### config.mk
export PLATFORM = sky130hd
export DESIGN_NAME = johnson_counter_ctrl
export DESIGN_NICKNAME = d
export VERILOG_FILES = /design/src/rtl/johnson_pkg.sv /design/src/rtl/johnson_phase_decode.sv /design/src/rtl/johnson_counter_ctrl.sv
export SDC_FILE = /design/constraint.sdc
export NUM_CORES = 1
export LEC_CHECK = 0
export ABC_CLOCK_PERIOD_IN_PS = 4000
export CAP_MARGIN = 20
export CORE_AREA = 2 2 42 44
export DETAILED_ROUTE_END_ITERATION = 10
export DIE_AREA = 0 0 44 46
export GPL_ROUTABILITY_DRIVEN = 0
export PLACE_DENSITY = 0.78
export SLEW_MARGIN = 20
export SYNTH_ARGS = -nofsm -noshare
export SYNTH_HDL_FRONTEND = slang
export SYNTH_SLANG_ARGS = --single-unit
### constraint.sdc
create_clock -name clk -period 4 [get_ports clk]
set_clock_uncertainty 0.15 [all_clocks]
set_input_delay 0.8 -clock clk [delete_from_list [all_inputs] [get_ports clk]]
set_output_delay 0.8 -clock clk [all_outputs]
set_load 0.01 [all_outputs]
### src/rtl/johnson_pkg.sv
// johnson_pkg: shared constants and code/legality helpers for the Johnson counter.
package johnson_pkg;
    localparam int MAX_W = 64;
    localparam logic DIR_FWD = 1'b0;
    localparam logic DIR_REV = 1'b1;

    function automatic int clog2(input int v);
        int r;
        r = 0;
        for (int i = 0; i < 31; i++)
            if ((1 << i) < v) r = i + 1;
        return r;
    endfunction

    // Phase p <= width: p ones from the MSB; p > width: (p-width) zeros from the MSB, rest ones.
    function automatic logic [MAX_W-1:0] code(input int width, input int phase);
        logic [MAX_W-1:0] v;
        v = '0;
        for (int i = 0; i < MAX_W; i++)
            if (i < width) v[i] = (phase <= width) ? (i >= width - phase) : (i < 2 * width - phase);
        return v;
    endfunction

    // A legal Johnson code has at most one transition between adjacent bits.
    function automatic logic is_legal(input logic [MAX_W-1:0] v, input int width);
        int t;
        t = 0;
        for (int i = 1; i < MAX_W; i++)
            if (i < width && v[i] != v[i-1]) t++;
        return t <= 1;
    endfunction
endpackage

### src/rtl/johnson_phase_decode.sv
// johnson_phase_decode: maps a Johnson code to its binary phase and a legality flag.
module johnson_phase_decode import johnson_pkg::*; #(
    parameter int WIDTH = 4,
    localparam int PHASE_W = clog2(2 * WIDTH)
) (
    input  logic [WIDTH-1:0]   i_cnt,
    output logic [PHASE_W-1:0] o_phase,
    output logic               o_legal
);
    int w_ones;
    assign w_ones  = $countones(i_cnt);
    assign o_phase = PHASE_W'(i_cnt[WIDTH-1] ? w_ones : (w_ones == 0 ? 0 : 2 * WIDTH - w_ones));
    assign o_legal = is_legal(MAX_W'(i_cnt), WIDTH);
endmodule

### src/rtl/johnson_counter_ctrl.sv
// johnson_counter_ctrl: bidirectional Johnson counter with load, wrap strobe and illegal-code recovery.
module johnson_counter_ctrl import johnson_pkg::*; #(
    parameter int WIDTH = 4,
    parameter int RST_PHASE = 0,
    localparam int PHASE_W = clog2(2 * WIDTH)
) (
    input  logic               clk,
    input  logic               rst,
    input  logic               i_en,
    input  logic               i_dir,
    input  logic               i_load,
    input  logic [PHASE_W-1:0] i_load_phase,
    output logic [WIDTH-1:0]   o_cnt,
    output logic [PHASE_W-1:0] o_phase,
    output logic               o_wrap,
    output logic               o_illegal
);
    localparam int PHASES = 2 * WIDTH;
    logic [WIDTH-1:0] r_cnt;
    logic [WIDTH-1:0] w_next;
    logic r_wrap, r_illegal, w_wrap, w_illegal, w_legal, w_load_ok;
    logic [PHASE_W-1:0] w_phase;

    johnson_phase_decode #(.WIDTH(WIDTH)) u_dec (
        .i_cnt   (r_cnt),
        .o_phase (w_phase),
        .o_legal (w_legal)
    );

    assign w_load_ok = int'(i_load_phase) < PHASES;

    // Priority: load, then illegal-code recovery, then step, else hold.
    always_comb begin
        w_next    = r_cnt;
        w_wrap    = 1'b0;
        w_illegal = 1'b0;
        if (i_load) begin
            w_next    = w_load_ok ? WIDTH'(code(WIDTH, int'(i_load_phase))) : '0;
            w_illegal = !w_load_ok;
        end else if (!w_legal) begin
            w_next    = '0;
            w_illegal = 1'b1;
        end else if (i_en) begin
            w_next = (i_dir == DIR_FWD) ? {~r_cnt[0], r_cnt[WIDTH-1:1]} : {r_cnt[WIDTH-2:0], ~r_cnt[WIDTH-1]};
            w_wrap = (i_dir == DIR_FWD) ? (w_phase == PHASE_W'(PHASES - 1)) : (w_phase == '0);
        end
    end

    always_ff @(posedge clk) begin
        if (rst) begin
            r_cnt     <= WIDTH'(code(WIDTH, RST_PHASE));
            r_wrap    <= 1'b0;
            r_illegal <= 1'b0;
        end else begin
            r_cnt     <= w_next;
            r_wrap    <= w_wrap;
            r_illegal <= w_illegal;
        end
    end

    assign o_cnt     = r_cnt;
    assign o_phase   = w_phase;
    assign o_wrap    = r_wrap;
    assign o_illegal = r_illegal;
endmodule
# Word-level counts from Yosys, hierarchy flattened
# Cells that the tools add are included.
# W data, S select, Z words.
# word_totals
wordCells	49
in_bits	8
out_inout_bits	9
register_bits	6
# classes
addsub	8
n_bitwise	4
n_reduce_logical	4
n_mux	15
n_lt_le_gt_ge	10
eq_ne	5
# op_table
op	count
$add A32 B2 Y32 const B	2
$mux W32	2
$le A32 B2 Y1 const B	1
$logic_not A32 Y1	1
$mux W4	4
$lt A3 B5 Y1 const A	2
$ge A3 B4 Y1 const A	2
$mux W1	7
$mux W3	2
$lt A1 B5 Y1 const A	1
$lt A2 B5 Y1 const A	1
$sub A4 B3 Y5 const A	1
$add A1 B1 Y2	2
$ge A1 B4 Y1 const A	1
$ge A2 B4 Y1 const A	1
$not A1 Y1	4
$reduce_or A4 Y1	1
$sub A3 B3 Y4 const A	1
$add A2 B2 Y3	1
$eq A3 B3 Y1 const B	1
$le A3 B3 Y1 const B	1
$logic_not A3 Y1	1
$ne A1 B1 Y1	3
$ne A3 B3 Y1 const B	1
other kinds (2)	2

# Logic depth before layout (Yosys ltp)
# Gate-level depths: netlist (run 1).
# logic_depth
ltp_word	9
ltp_mapped	13
ltp_nobuf	12

# Cells and area by module
# Synthesis (run 1) repeated with hierarchy kept, for this count alone.
# hier_totals
hier_cells	81
hier_area_um2	680.7
# modules_own_cells
module	area_each_um2	cells_per_inst	n_inst	seq_area_each_um2
johnson_counter_ctrl	478.0	56	1	120.1
johnson_phase_decode	202.7	25	1	0.0

# Worst setup path before layout (run 1)
# OpenSTA, ideal clock, no wires.
# synth_timing
path_kind	register -> output
from	reg r_cnt[3], in the netlist o_cnt[3]
to	out o_phase[2]
required_time_ns	3.050
arrival_time_ns	2.309
stages_incl_launch_ff	11
n_path_buf	1
setup_slack_ns	0.741
cell_sequence	dfxtp_1 > buf_4 > inv_1 > fa_1 > inv_1 > ha_1 > ha_1 > inv_1 > ha_1 > ha_1 > mux2_2
# synth_via
elab_chain_cells	5
word_cells_on_any_way	6
classes_between	add/sub: 3; mux: 2; reduce/logical: 1
# synth_rtl
item	line_no	text
start, declared	johnson_counter_ctrl.sv:19	logic [WIDTH-1:0] r_cnt;
start signal, assigned	johnson_counter_ctrl.sv:51	r_cnt <= WIDTH'(code(WIDTH, RST_PHASE));
start signal, assigned	johnson_counter_ctrl.sv:55	r_cnt <= w_next;
$add A1 B1 Y2 (not written as such)	johnson_phase_decode.sv:11	assign w_ones = $countones(i_cnt);
$add A2 B2 Y3 (not written as such)	johnson_phase_decode.sv:11	
$sub A1 B3 Y3 or $logic_not A32 Y1 (tied branches)	johnson_phase_decode.sv:12	assign o_phase = PHASE_W'(i_cnt[WIDTH-1] ? w_ones : (w_ones == 0 ? 0 : 2 * WIDTH - w_ones));
$mux W3	johnson_phase_decode.sv:12	
$mux W3 *	johnson_phase_decode.sv:12	
end, declared	johnson_counter_ctrl.sv:14	output logic [PHASE_W-1:0] o_phase,
# Mark *: on every way between the ends. The rest lies on a longest branch, timed or not.

# Worst setup path in the final report (run 1)
# layout_timing
from	reg r_cnt[0], in the netlist o_cnt[0]
to	out o_phase[0]
# layout_via
elab_chain_cells	5
word_cells_on_any_way	6
classes_between	add/sub: 3; mux: 2; reduce/logical: 1
# layout_rtl
item	line_no
$add A1 B1 Y2 (not written as such) *	johnson_phase_decode.sv:11
$add A2 B2 Y3 (not written as such) *	johnson_phase_decode.sv:11
$sub A1 B3 Y3 or $logic_not A32 Y1 (tied branches)	johnson_phase_decode.sv:12
$mux W3	johnson_phase_decode.sv:12
$mux W3 *	johnson_phase_decode.sv:12
# Marks and branches as above.

==> results of run 1 <==
## path summary, 6_finish.rpt
check	to	slack [ns]	depth (start not counted)
worst max-delay path	o_phase[0]	0.18	10
worst min-delay path	o_cnt[1]$_SDFFE_PP0P_	0.46	2
worst max register to register	o_wrap$_SDFF_PP0_	1.10	12
worst min register to register	o_cnt[1]$_SDFFE_PP0P_	0.46	2
## stage by stage
step / cell area [um2] / power, mW / hold slack, ns / cells / setup slack [ns]
2_1_floorplan: 727 / 0.214 / 0.504 / 94 / 0.741
3_3_place_gp: 908 / 0.293 / 0.517 / 127 / 0.256
3_5_place_dp: 908 / 0.299 / 0.524 / 127 / 0.223
4_1_cts: 933 / 0.361 / 0.481 / 130 / 0.0296
5_1_grt: 941 / 0.385 / 0.501 / 130 / 0.0386
6_report: 941 / 0.356 / 0.461 / 130 / 0.180
## sequential cells by signal (all words and copies together) (netlist names)
name / count
o_cnt: 4
o_wrap: 1
o_illegal: 1
## routing by layer
metal  wire, um  global-route usage  vias to the layer above
li1           -                   -                      365
met4         12               0.103                        0
met2        821               0.309                       24
met5          0                   0                        -
met1        723               0.200                      321
met3         70              0.0397                        4
## synth_stat cells
master / count / share of area
a22o_1: 1 / 0.012
nand2b_1: 3 / 0.026
a41oi_1: 1 / 0.012
nand3_1: 3 / 0.021
dfxtp_1: 6 / 0.17
mux2i_1: 4 / 0.055
o21ai_1: 1 / 0.0069
o22ai_1: 1 / 0.0086
o31ai_1: 3 / 0.031
and4_1: 1 / 0.012
a31oi_1: 1 / 0.0086
a21oi_1: 7 / 0.048
o21ba_2: 1 / 0.014
and2b_1: 1 / 0.010
buf_4: 1 / 0.010
or4_1: 1 / 0.010
inv_1: 16 / 0.083
mux2_2: 1 / 0.015
ha_1: 12 / 0.21
nand4_1: 1 / 0.0086
nand2_1: 4 / 0.021
xnor2_2: 1 / 0.022
fa_1: 1 / 0.028
xor2_1: 1 / 0.012
or4b_2: 1 / 0.014
nor2b_1: 1 / 0.0086
a211oi_1: 2 / 0.021
nor2_1: 7 / 0.036
o21a_1: 1 / 0.010
o21ai_0: 8 / 0.055
or2_2: 1 / 0.0086
## cell usage in the layout, fill, tap and decap left out, drive strengths merged, types with 2 or more instances in the layout
cell type and n:
nand3 3, nor2 7, nand2b 3, ha 12, a21oi 7, inv 16
dlymetal6s2s 2, a211oi 2, o21ai 9, dfxtp 6, clkdlybuf4s50 14, o31ai 3
nand2 4, clkbuf 3, mux2i 4
## cells by family after synthesis
logic type,Yosys count,share of synthesized area
xor gates and xnor gates,2,0.0344
buffers and inverters,17,0.0930
and+or+nand+nor,24,0.176
adders and majority gates,13,0.234
muxes,5,0.0706
AOI/OAI and AO/OA,27,0.227
DFF,6,0.165
## final cells by class
cell class,count,area [um2]
fillers,152,673
multi-input cells,71,539
repair buffers,17,173
flip-flops and latches,6,125
inverters,16,60.1
clock buffers,3,22.5
well taps,17,21.3
## where the power goes
group / internal (mW) / total [mW] / switching [mW] / leakage, nW
combinational: 0.111 / 0.221 / 0.109 / 0.390
clock: 0.0342 / 0.0597 / 0.0256 / 0.0138
sequential: 0.0676 / 0.0760 / 0.00832 / 0.0503
## worst max-delay path, cell delays in order (launching register included)
cell	delay (ns)
dfxtp_2	0.36
inv_1	0.07
fa_1	0.53
inv_1	0.04
ha_1	0.17
ha_1	0.29
inv_1	0.04
ha_1	0.19
ha_1	0.21
a21oi_1	0.15
clkdlybuf4s50_1	0.55
==> results by group, run 1 <==
Run status
  – Status: finished clean

Timing
  – Final hold viol count: 0
  – Fin crit period: 3.82 ns
  – Fmax: 262 MHz
  – Unrepaired setup endpoints after global routing: false
  – Number of setup violations in the final report: 0
  – Least-Margin Pin Slew: 0.431 ns
  – Setup TNS: 0 ns
  – Final period util: 0.955
  – Pins Over Slew Limit: 0
  – Relative slew slack: 0.711

Power
  – Static leakage: 0.454 nW
  – Pwr Density: 379 nW/um2
  – Worst vdd ir: 0.197 mV

Finish
  – Area delta synth->final: 29.4%
  – Ant. Diodes: 0
  – Finished Core Util: 0.583
  – Nets: 136
  – Fraction of layout cells with a size suffix above 1: 0.0973

Place
  – Final HPWL DP: 1.27 mm
  – IO buf count: 16

Route
  – Detailed-route DRC error count: 0
  – Remaining antenna violation count after routing: 0
  – DR vias: 714
  – Vias per std cell: 5.49
  – 1st-iter DRT viols: 14
  – Mean routed wirelength per cell: 12.5 um
  – Drt pass-1 iters: 4
  – Final wirelength: 1.63 mm

Floorplan
  – Die H: 46 um
  – IO Pins: 17
  – Core Footprint: 1610 um2
  – Die Width: 44 um
  – Die Area: 2020 um2
  – Std-Cell Rows: 15
  – Initial Util: 0.450

Clock network
  – H-tree levels: 1
  – Clock tree buffer depth: 2
  – Setup bufs post-CTS: 0
  – CTS Buf Count: 3
  – # hold bufs at CTS: 0
  – Worst-skew pair later-pin latency: 0.26 ns
  – Post_cts resized: 2
  – Root Driver: clkbuf_4
  – TritonCTS clock tree: built
  – Clock transition at the registers of the reported paths: 0.06 ns
  – Sink Count: 6

Synth
  – Post-synthesis sequential area ratio: 0.165
  – Mean post-synth cell area: 7.73 um2
  – Yosys cell types: 31
  – Syn Nets: 115
  – Yosys reg bits: 6
  – Syn Std Cell Area: 727 um2
  – Cells after Synth: 94
  – Yosys warns: 0

Worst setup path
  – Crit start category: register
  – Worst path required time: 3.05 ns
  – Crit path arrival time: 2.87 ns
  – Classification of the worst setup path: register to output pin
  – Critical path fanouts, max: 5
  – Critical Path Source: o_cnt[0]$_SDFFE_PP0P_
  – CP Capture Type: output pin
  – Start of the worst register-to-register path: o_cnt[0]$_SDFFE_PP0P_

Worst hold path
  – Hold Crit Class: register to register
  – Hold path startpoint: o_cnt[1]$_SDFFE_PP0P_

Global routing
  – First-pass GRT wire length: 2.62 mm
  – Antenna violations before repair: 0
  – Total track usage: 0.178
  – Largest net degree at the start of global routing: 10
  – Global route total overflow: 0
  – Vias in the first global route: 652

Flow run
  – Max-cap violations: 0
Power figures use the tool's default switching activity.
==> run 2, diff against run 1 <==
--- a/config.mk
+++ b/config.mk
@@ -11,8 +11,10 @@
 export DETAILED_ROUTE_END_ITERATION = 10
 export DIE_AREA = 0 0 44 46
 export GPL_ROUTABILITY_DRIVEN = 0
+export HOLD_SLACK_MARGIN = 0.12
 export PLACE_DENSITY = 0.78
 export SLEW_MARGIN = 20
 export SYNTH_ARGS = -nofsm -noshare
 export SYNTH_HDL_FRONTEND = slang
 export SYNTH_SLANG_ARGS = --single-unit
+export TNS_END_PERCENT = 50
==> results of run 2 <==
Final layout, timing and power as in run 1 (identical DEF).
==> run 3, diff against run 2 <==
--- a/config.mk
+++ b/config.mk
@@ -13,6 +13,7 @@
 export GPL_ROUTABILITY_DRIVEN = 0
 export HOLD_SLACK_MARGIN = 0.12
 export PLACE_DENSITY = 0.78
+export SETUP_SLACK_MARGIN = 0.15
 export SLEW_MARGIN = 20
 export SYNTH_ARGS = -nofsm -noshare
 export SYNTH_HDL_FRONTEND = slang
==> results by group, run 3 (same netlist as run 1, synthesis figures left out) <==
Clock network
  – Worst-skew pair later-pin latency: 0.26 ns
  – CTS Buf Count: 3
  – TritonCTS clock tree: built
  – # hold bufs at CTS: 0
  – Sink Count: 6
  – Clock transition at the registers of the reported paths: 0.06 ns
  – Clock tree buffer depth: 2
  – H-tree levels: 1
  – Root Driver: clkbuf_4

Global routing
  – Global route total overflow: 0
  – Vias in the first global route: 652
  – Met3 Usage GRT: 0.0397
  – First-pass GRT wire length: 2.62 mm
  – Antenna violations before repair: 0
  – GRT met2 Usage: 0.309
  – Largest net degree at the start of global routing: 10
  – Total track usage: 0.178
  – Met1 Track Usage GR: 0.200
  – GR peak layer: met2

Finish
  – Commonest cells after routing, fill and taps aside: inv_1, clkdlybuf4s50_1, ha_1
  – Fraction of layout cells with a size suffix above 1: 0.0973
  – Area delta synth->final: 28.9%
  – Ant. Diodes: 0
  – Max reg flops: 4
  – Nets: 136
  – Filler cells: 153
  – Most common cell after layout, fill and taps aside: inv_1

Worst setup path
  – Worst path required time: 3.05 ns
  – Top cell by count, worst path: ha_1
  – R2R setup slack: 1.10 ns
  – Crit path arrival time: 2.87 ns
  – Largest stage delay, worst path: 0.55 ns
  – Delay-heaviest family, CP: adder cells
  – Critical path cell sequence: inv_1 -> fa_1 -> inv_1 -> ha_1 -> ha_1 -> inv_1 -> ha_1 -> ha_1 -> a21oi_1 -> clkdlybuf4s50_1
  – Bufs and invs on worst path: 4
  – Critical Path Slowest Stage Cell: clkdlybuf4s50_1
  – Crit start category: register
  – Critical path fanouts, max: 5
  – CP Capture Type: output pin
  – Classification of the worst setup path: register to output pin

Route
  – Remaining antenna violation count after routing: 0
  – DR vias: 714
  – Vias per std cell: 5.49
  – Final wirelength: 1.63 mm
  – Mean routed wirelength per cell: 12.5 um
  – Drt pass-1 iters: 4
  – Detailed-route DRC error count: 0
  – 1st-iter DRT viols: 14

Flow run
  – Max-cap violations: 0

Power
  – Pwr Density: 378 nW/um2
  – Tot Pwr: 0.354 mW
  – Static leakage: 0.446 nW
  – Worst vdd ir: 0.194 mV

Floorplan
  – Std-Cell Rows: 15
  – Initial Util: 0.450
  – Core Footprint: 1610 um2
  – Die H: 46 um
  – IO Pins: 17
  – Die Width: 44 um
  – Die Area: 2020 um2

Place
  – Final HPWL DP: 1.27 mm
  – IO buf count: 16

Timing
  – Final hold viol count: 0
  – Relative slew slack: 0.711
  – Fmax: 262 MHz
  – Fin crit period: 3.82 ns
  – Least-Margin Pin Slew: 0.431 ns
  – Unrepaired setup endpoints after global routing: true
  – Final period util: 0.955
  – Number of setup violations in the final report: 0
  – Setup TNS: 0 ns
  – Pins Over Slew Limit: 0

Worst hold path
  – Hold Crit Class: register to register

Run status
  – Status: finished clean
-- run 3: worst min-delay path: cells and delay by family (launching register included) --
family	cells	cell delay (ns)
flip-flops	1	0.38
AO/OA/AOI/OAI	2	0.19
-- run 3: metal layers --
metal  part of all wire  up-vias
li1                   -      365
met2               0.50       24
met5                  0        -
met4             0.0074        0
met1               0.44      321
met3              0.042        4
-- run 3: report_power, final --
part	internal (mW)	total, mW	switching [mW]
registers	0.0676	0.0760	0.00832
logic	0.109	0.218	0.109
clock network	0.0342	0.0597	0.0256
total	0.211	0.354	0.143
-- run 3: what timing repair did --
item	in CTS	in global routing
setup endpoints to repair	3	3
gates resized for setup	4	1
buffers inserted	0	0
-- run 3: worst paths after layout --
| path | startpoint | end | cells after the start |
|---|---|---|---|
| worst max-delay path | o_cnt[0]$_SDFFE_PP0P_ | o_phase[0] | 10 |
| worst min-delay path | o_cnt[1]$_SDFFE_PP0P_ | o_cnt[1]$_SDFFE_PP0P_ | 2 |
| worst max register to register | o_cnt[0]$_SDFFE_PP0P_ | o_wrap$_SDFF_PP0_ | 12 |
| worst min register to register | o_cnt[1]$_SDFFE_PP0P_ | o_cnt[1]$_SDFFE_PP0P_ | 2 |
-- run 3: metrics by stage --
stage / setup slack, ns / hold slack (ns) / area (um2) / cells / util
2_1_floorplan: 0.741 / 0.504 / 727 / 94 / -
3_3_place_gp: 0.256 / 0.517 / 908 / 127 / 0.563
3_5_place_dp: 0.223 / 0.524 / 908 / 127 / 0.563
4_1_cts: 0.0715 / 0.457 / 935 / 130 / 0.579
5_1_grt: 0.0386 / 0.501 / 937 / 130 / 0.581
6_report: 0.180 / 0.461 / 937 / 130 / 0.581
-- run 3: final cells by class --
| cell class | count | area (um2) | share of cell area |
|---|---|---|---|
| Tap cell | 17 | 21.3 | 0.0227 |
| Sequential cell | 6 | 125 | 0.134 |
| Timing Repair Buffer | 17 | 169 | 0.180 |
| Multi-Input combinational cell | 71 | 539 | 0.575 |
| Inverter | 16 | 60.1 | 0.0641 |
| Clock buffer | 3 | 22.5 | 0.0240 |
